File: config.mk
export PLATFORM = sky130hd
export DESIGN_NAME = exe_div
export DESIGN_NICKNAME = d
export VERILOG_FILES = /design/src/rtl/exe_div_pkg.sv /design/src/rtl/exe_div_core.sv /design/src/rtl/exe_div.sv
export SDC_FILE = /design/constraint.sdc
export NUM_CORES = 1
export LEC_CHECK = 0
export ABC_AREA = 1
export CORE_MARGIN = 5
export CORE_UTILIZATION = 59
export DETAILED_ROUTE_END_ITERATION = 6
export GPL_TIMING_DRIVEN = 0
export HOLD_SLACK_MARGIN = 0.12
export PLACE_DENSITY_LB_ADDON = 0.2
export RECOVER_POWER = 50
export REMOVE_ABC_BUFFERS = 1
export SLEW_MARGIN = 15
export SYNTH_ARGS = -nofsm -noshare
export SYNTH_HDL_FRONTEND = slang
export SYNTH_HIERARCHICAL = 1
export SYNTH_SLANG_ARGS = --single-unit
File: constraint.sdc
create_clock -name clk_i -period 4.2 [get_ports clk_i]
set_clock_uncertainty 0.15 [all_clocks]
set_input_delay 0.63 -clock clk_i [delete_from_list [all_inputs] [get_ports clk_i]]
set_output_delay 0.63 -clock clk_i [all_outputs]
set_load 0.03 [all_outputs]
File: src/rtl/exe_div_pkg.sv
// exe_div_pkg: shared encodings and decode helper for the execute-stage divider.
//   - R-type M-extension opcode/funct7, the four divide funct3 codes
//   - divider FSM state encoding (2 bits)
//   - div_decode(): classifies an instruction as DIV/DIVU/REM/REMU
package exe_div_pkg;

    localparam logic [6:0] INST_TYPE_R_M = 7'b0110011;
    localparam logic [6:0] FUNCT7_MULDIV = 7'b0000001;

    localparam logic [2:0] INST_DIV  = 3'b100;
    localparam logic [2:0] INST_DIVU = 3'b101;
    localparam logic [2:0] INST_REM  = 3'b110;
    localparam logic [2:0] INST_REMU = 3'b111;

    typedef enum logic [1:0] {
        DIV_IDLE = 2'b00,
        DIV_CALC = 2'b01,
        DIV_DONE = 2'b10
    } div_state_e;

    typedef struct packed {
        logic is_div;
        logic is_unsigned;
        logic is_rem;
    } div_dec_t;

    function automatic div_dec_t div_decode(input logic [31:0] inst);
        div_dec_t   d;
        logic [2:0] f3;
        f3            = inst[14:12];
        d.is_div      = (inst[6:0] == INST_TYPE_R_M) && (inst[31:25] == FUNCT7_MULDIV) &&
                        ((f3 == INST_DIV) || (f3 == INST_DIVU) ||
                         (f3 == INST_REM) || (f3 == INST_REMU));
        d.is_unsigned = (f3 == INST_DIVU) || (f3 == INST_REMU);
        d.is_rem      = (f3 == INST_REM)  || (f3 == INST_REMU);
        return d;
    endfunction

endpackage

File: src/rtl/exe_div_core.sv
// div_core: iterative unsigned restoring divider, one quotient bit per cycle.
//   clk_i, rst_i     clock / synchronous active-high reset
//   clear_i          abort: clears all state (pipeline flush)
//   start_i          load dividend/divisor and begin XLEN steps
//   dividend_i       unsigned dividend
//   divisor_i        unsigned divisor (nonzero; zero is handled upstream)
//   last_o           the step executing this cycle is the final one
//   quot_o, rem_o    quotient / remainder after this cycle's step
//                    (final values when last_o=1)
module div_core #(
    parameter int XLEN = 32
) (
    input  logic            clk_i,
    input  logic            rst_i,
    input  logic            clear_i,
    input  logic            start_i,
    input  logic [XLEN-1:0] dividend_i,
    input  logic [XLEN-1:0] divisor_i,
    output logic            last_o,
    output logic [XLEN-1:0] quot_o,
    output logic [XLEN-1:0] rem_o
);

    localparam int CNT_W = $clog2(XLEN) + 1;

    // Dividend shifts out of the MSB while quotient bits shift in at the LSB.
    logic [XLEN-1:0]  dvd_q;
    logic [XLEN:0]    rem_q;
    logic [XLEN-1:0]  dvs_q;
    logic [CNT_W-1:0] cnt_q;

    logic [XLEN:0]    rem_sh;
    logic [XLEN:0]    rem_n;
    logic [XLEN-1:0]  dvd_n;
    logic             ge;

    always_comb begin
        // The remainder's top bit is always 0 between steps, so shifting the
        // full register left loses nothing.
        rem_sh = (rem_q << 1) | {{XLEN{1'b0}}, dvd_q[XLEN-1]};
        ge     = rem_sh >= {1'b0, dvs_q};
        rem_n  = ge ? (rem_sh - {1'b0, dvs_q}) : rem_sh;
        dvd_n  = {dvd_q[XLEN-2:0], ge};
    end

    assign last_o = (cnt_q == CNT_W'(1));
    assign quot_o = dvd_n;
    assign rem_o  = rem_n[XLEN-1:0];

    always_ff @(posedge clk_i) begin
        if (rst_i || clear_i) begin
            dvd_q <= '0;
            rem_q <= '0;
            dvs_q <= '0;
            cnt_q <= '0;
        end else if (start_i) begin
            dvd_q <= dividend_i;
            rem_q <= '0;
            dvs_q <= divisor_i;
            cnt_q <= CNT_W'(XLEN);
        end else if (cnt_q != '0) begin
            dvd_q <= dvd_n;
            rem_q <= rem_n;
            cnt_q <= cnt_q - CNT_W'(1);
        end
    end

endmodule

File: src/rtl/exe_div.sv
// exe_div: RV32M DIV/DIVU/REM/REMU unit in the execute stage.
//   clk_i, rst_i       clock / synchronous active-high reset
//   op1_i, op2_i       dividend / divisor from ID/EX
//   inst_i             instruction currently in EX
//   flush_jump_i       branch/jump flush, aborts a division
//   flush_int_i        interrupt/exception flush, aborts a division
//   stall_other_i      EX held this cycle by another source
//   stall_req_o        hold IF/ID/EX while the divide is in progress
//   result_o           quotient/remainder, zero unless result_valid_o
//   result_valid_o     EX writeback should select result_o
//   busy_o             FSM not idle
module exe_div
    import exe_div_pkg::*;
#(
    parameter int XLEN = 32
) (
    input  logic            clk_i,
    input  logic            rst_i,
    input  logic [XLEN-1:0] op1_i,
    input  logic [XLEN-1:0] op2_i,
    input  logic [31:0]     inst_i,
    input  logic            flush_jump_i,
    input  logic            flush_int_i,
    input  logic            stall_other_i,
    output logic            stall_req_o,
    output logic [XLEN-1:0] result_o,
    output logic            result_valid_o,
    output logic            busy_o
);

    localparam logic [XLEN-1:0] MIN_NEG = {1'b1, {(XLEN-1){1'b0}}};

    div_state_e      state_q, state_d;
    div_dec_t        dec;
    logic            flush;
    logic            op1_neg, op2_neg;
    logic [XLEN-1:0] mag1, mag2;
    logic            div_zero, ovf, special;
    logic [XLEN-1:0] special_res;
    logic            core_start, core_last;
    logic [XLEN-1:0] core_quot, core_rem;
    logic [XLEN-1:0] fixed_res;

    logic            neg_q, neg_r, sel_rem;
    logic [XLEN-1:0] result_q;

    assign flush = flush_jump_i | flush_int_i;
    assign dec   = div_decode(inst_i);

    always_comb begin
        op1_neg  = !dec.is_unsigned && op1_i[XLEN-1];
        op2_neg  = !dec.is_unsigned && op2_i[XLEN-1];
        mag1     = op1_neg ? -op1_i : op1_i;
        mag2     = op2_neg ? -op2_i : op2_i;
        div_zero = (op2_i == '0);
        ovf      = !dec.is_unsigned && (op1_i == MIN_NEG) && (op2_i == '1);
        special  = div_zero || ovf;
        if (div_zero) special_res = dec.is_rem ? op1_i : '1;
        else          special_res = dec.is_rem ? '0 : MIN_NEG;
    end

    // Only ordinary divides go through the iterative core; the two special
    // cases complete straight from IDLE.
    assign core_start = (state_q == DIV_IDLE) && dec.is_div && !special && !flush;

    div_core #(.XLEN(XLEN)) u_core (
        .clk_i      (clk_i),
        .rst_i      (rst_i),
        .clear_i    (flush),
        .start_i    (core_start),
        .dividend_i (mag1),
        .divisor_i  (mag2),
        .last_o     (core_last),
        .quot_o     (core_quot),
        .rem_o      (core_rem)
    );

    assign fixed_res = sel_rem ? (neg_r ? -core_rem  : core_rem)
                               : (neg_q ? -core_quot : core_quot);

    // State register
    always_ff @(posedge clk_i) begin
        if (rst_i) state_q <= DIV_IDLE;
        else       state_q <= state_d;
    end

    // Next-state logic
    always_comb begin
        state_d = state_q;
        if (flush) begin
            state_d = DIV_IDLE;
        end else begin
            case (state_q)
                DIV_IDLE: if (dec.is_div) state_d = special ? DIV_DONE : DIV_CALC;
                DIV_CALC: if (core_last) state_d = DIV_DONE;
                // ID/EX advances on this edge, so IDLE never sees the same
                // divide twice.
                DIV_DONE: if (!stall_other_i) state_d = DIV_IDLE;
                default:  state_d = DIV_IDLE;
            endcase
        end
    end

    // Outputs
    always_comb begin
        stall_req_o    = 1'b0;
        result_valid_o = 1'b0;
        if (!rst_i && !flush) begin
            case (state_q)
                DIV_IDLE: stall_req_o    = dec.is_div;
                DIV_CALC: stall_req_o    = 1'b1;
                DIV_DONE: result_valid_o = 1'b1;
                default:  ;
            endcase
        end
        result_o = result_valid_o ? result_q : '0;
        busy_o   = (state_q != DIV_IDLE);
    end

    // Sign flags and result register
    always_ff @(posedge clk_i) begin
        if (rst_i || flush) begin
            neg_q    <= 1'b0;
            neg_r    <= 1'b0;
            sel_rem  <= 1'b0;
            result_q <= '0;
        end else begin
            case (state_q)
                DIV_IDLE: begin
                    if (dec.is_div) begin
                        sel_rem <= dec.is_rem;
                        neg_q   <= op1_neg ^ op2_neg;
                        neg_r   <= op1_neg;
                        if (special) result_q <= special_res;
                    end
                end
                DIV_CALC: if (core_last) result_q <= fixed_res;
                default:  ;
            endcase
        end
    end

endmodule
==> impl_metrics.json <==
{
  "ys.flop_type": "dfxtp_1",
  "clkPwrFrac_pct": 48.8,
  "first_pass_grt_wire_length_mm": 69.48,
  "cts.clk_slew.worst_paths_ns": 0.07,
  "combinational_family_with_the_most_area_after_synthesis": "simple AND/OR/NAND/NOR gates",
  "worst-path-max-fanout": 16,
  "finish.utilization_pct": 67.81,
  "detailed_place_hpwl_mm": 32.86,
  "fillCellCount": 2172,
  "synth_compound_area_share_pct": 12.52,
  "number_of_buffers_created_by_cts": 17,
  "cts_max_path_buffers": 2,
  "drt_wl_total_mm": 44.54,
  "regArea_um2": 2788,
  "critPathRequiredTime_ns": 4.42,
  "number_of_storage_elements_in_the_synthesis_netlist": 139,
  "rsz0062_at_grt": "yes",
  "power_per_cell_area_nw_per_um2": 207.8,
  "report.final.slew_viol_count": 0,
  "asyncSetResetFlopFracSynth_pct": 0,
  "clock_latency_on_the_worst_skew_pair_ns": 0.44,
  "crit_path_cell_chain": "inv_1 > ha_1 > nand2_1 > nor2_1 > nand2_1 > nor2_2 > nand2_1 > nand2_2 > nor2_4 > buf_6 > nand3_1 > nand2_1 > inv_1 > ha_1 > nand2_1 > nand2_1 > nand3_1 > inv_1 > nand2_1 > nand2_1 > nand3_1 > a21oi_1 > nor2_1 > nor2_1",
  "worst_supply_voltage_drop_on_vdd_uv": 221.0,
  "yosys.cell_count.top_type": "nand2_1",
  "core_region_area_um2": 22500,
  "synth_simple_gate_area_share_pct": 43.57,
  "nets_final": 2594,
  "power.net_switching_w": 0.0008729,
  "buffers_and_inverters_on_the_worst_path": 4,
  "synthAdderAreaFrac_pct": 3.782,
  "port_buffers": 120,
  "drive_gt1_share_pct": 5.150,
  "highest_layer": "met4",
  "gp_routability_congestion": 1.017,
  "startpoint_type": "flip-flop",
  "grt_antenna_before_repair": 0,
  "postLayoutSetupSlackWorst_ns": 0.1084,
  "tritoncts_sinks": 139,
  "combinationalPowerShare_pct": 9.6,
  "grt_usage_pct": 32.78,
  "critPathArrivalTime_ns": 4.31,
  "pin_count_of_the_biggest_net_entering_global_routing": 82,
  "critPathMaxStageDelay_ns": 0.35,
  "synth_to_final_area_change_pct": 13.60,
  "synthesis.instances": 2406,
  "detail-route-antenna-nets": 0,
  "worst_hold_slack_ns": 0.3077,
  "yosysTopAreaCell": "dfxtp_1",
  "drt_first_pass_iters": 6,
  "synth.area.top_cells": "dfxtp_1 21%, nand2_1 18%, nor2_1 10%, inv_1 9.5%, nand3_1 8.6%",
  "final-instance-count-excl-fill": 2751,
  "critical_path.endpoint_type": "flip-flop",
  "vias_in_the_first_global_route": 13794,
  "starting_density_pct": 59.69,
  "wl_per_cell_um": 16.19,
  "floorplan.die_area_um2": 25880,
  "top_level_ports": 136,
  "clock.fmax_mhz": 244.4,
  "tritoncts": "built",
  "dpl-instance-area_um2": 14470,
  "actual_transition_at_the_worst_max_transition_pin_ns": 1.327,
  "syn-mean-instance-area_um2": 5.583,
  "htree_levels": 4,
  "metal_1_wl_mm": 19.22,
  "met2RoutedLength_mm": 19.29,
  "timing.final.crit_share_pct": 97.42,
  "die_h_um": 160.9,
  "sequentialPowerShare_pct": 41.5,
  "insertedDiodeCount": 0,
  "vias_post_dr": 15488,
  "synth.area.mux_share_pct": 0,
  "min_period_ns": 4.092,
  "cp_common_cell": "nand2_1",
  "syn-cell-area_um2": 13430,
  "die_w_um": 160.9,
  "synth-warning-count": 6,
  "power_switching_share_pct": 27.54,
  "timing.setup.critical_path_class": "flip-flop to flip-flop",
  "synthTopCellsByCount": "661 x nand2_1, 363 x nor2_1, 341 x inv_1",
  "synth-edff-count": 0,
  "min_path_type": "flip-flop to flip-flop",
  "met3_wirelength_mm": 4.334,
  "finalSetupViolations": 0,
  "placementRows": 55,
  "status": "complete, no violations",
  "cts_hold_buf": 0,
  "yosysSeqAreaShare_pct": 20.72,
  "power_leakage_nw": 7.190,
  "root_buffer_selected_by_cts": "clkbuf_16",
  "cap_viol_max_count": 0,
  "grt_overflow": 0,
  "detailedPlace.worstSlack_ns": -0.9657,
  "slowest_stage": "ha_1",
  "route.detailed.drc": 0,
  "post_route_cell_area_um2": 15260,
  "synth_xor_area_share_pct": 4.891,
  "finalHoldViolations": 0,
  "area_of_the_multi_input_gates_um2": 8823,
  "place_inst": 2705,
  "max-slew-margin-rel_pct": 11.53,
  "yosys.area.top_type_share_pct": 20.72,
  "p_int_w": 0.002297,
  "timing.critical_path.max_delay_family": "simple AND/OR/NAND/NOR gates",
  "number_of_distinct_standard_cells_referenced_by_the_synthesized_netlist": 43,
  "post_drt_via_cell_ratio": 5.630,
  "iteration_0_drc_count_of_the_detailed_router": 1758
}
[placed cells by master, fill, tap and decap left out, types with 7 or more instances in the layout]
cell type        synthesis  layout
nand3b_1                16      16
clkdlybuf4s50_1          0     115
xnor2_1                 30      30
nand2_1                661     659
a21oi_1                114     114
nor2_2                  12      18
a22oi_1                 14      14
nand3_1                230     230
clkinvlp_4               0       7
nand3_2                 17      17
dfxtp_1                139     135
a31oi_1                 23      23
ha_1                    39      39
nand2_2                  6       8
o21ai_1                 16      14
nand4_1                 25      25
xor2_1                  45      45
clkbuf_16                0      17
nor3_1                  21      21
nor2_1                 363     353
nor2_4                   2       9
inv_1                  341     338
o21ai_0                130     131
nor4_1                   7       7
[registers in the layout (all words and copies together) (netlist names)]
register,count
u_core/cnt_q,6
state_q,2
neg_r,1
u_core/dvd_q,32
neg_q,1
sel_rem,1
result_q,32
u_core/dvs_q,32
u_core/rem_q,32
[stage by stage]
stage	TNS [ns]	total power [W]
global route	-0.2055	0.003273
detailed placement	-52.01	0.001641
finish	0	0.003170
CTS	0	0.003184
global placement	-405.21	0.001630
floorplan	-63.43	0.001484
[power by group through the flow]
stage	combinational, W	sequential (W)	clock [W]
after global routing	0.000331	0.00132	0.00163
after floorplan	0.000137	0.00135	0
final	0.000306	0.00132	0.00155
after global placement	0.000283	0.00135	0
after CTS	0.000300	0.00132	0.00157
after detailed placement	0.000294	0.00135	0
[layer usage]
layer / vias to the layer above / track usage [%]
li1: 7692 / -
met1: 6929 / 45.67
met2: 759 / 50.44
met4: 0 / 12.21
met3: 108 / 6.261
met5: - / 0
[repair_timing]
action / 4_1_cts / 5_1_grt
resized for setup: 8 / 17
setup endpoints to repair: 64 / 79
setup buffers: 6 / 1
pin swaps: 2 / 4
cloned: 3 / 4
[layout make-up]
cell class	instances	share of cell area [%]
Timing Repair inverter	2	0.09840
Tap cell	285	2.337
Multi-Input combinational cell	1810	57.83
Clock buffer	18	2.813
Clock inverter	14	0.9922
Sequential cell	139	18.27
Timing Repair Buffer	134	8.987
Inverter	349	8.676
[tightest hold or removal path, stage by stage, from the launching register on]
cell and delay, ns:
dfxtp_1 0.30, inv_1 0.06, a21oi_1 0.05
[final timing paths]
| path | cells after the start | end | startpoint | slack, ns |
|---|---|---|---|---|
| max | 24 | result_q[18] | u_core/dvs_q[14] | 0.11 |
| min | 2 | result_q[4] | result_q[4] | 0.31 |
| max reg2reg | 24 | result_q[18] | u_core/dvs_q[14] | 0.11 |
| min reg2reg | 2 | result_q[4] | result_q[4] | 0.31 |
[cells by family (layout without fill, tap and decap cells)]
family	count (synthesis)	count (layout)
AO/OA/AOI/OAI	314	314
XOR/XNOR	75	75
adder cells (fa/ha/maj)	40	40
flip-flops	139	139
buffers and inverters	462	517
AND/OR/NAND/NOR	1376	1381
No activity file was read; power rests on OpenSTA's default activity.
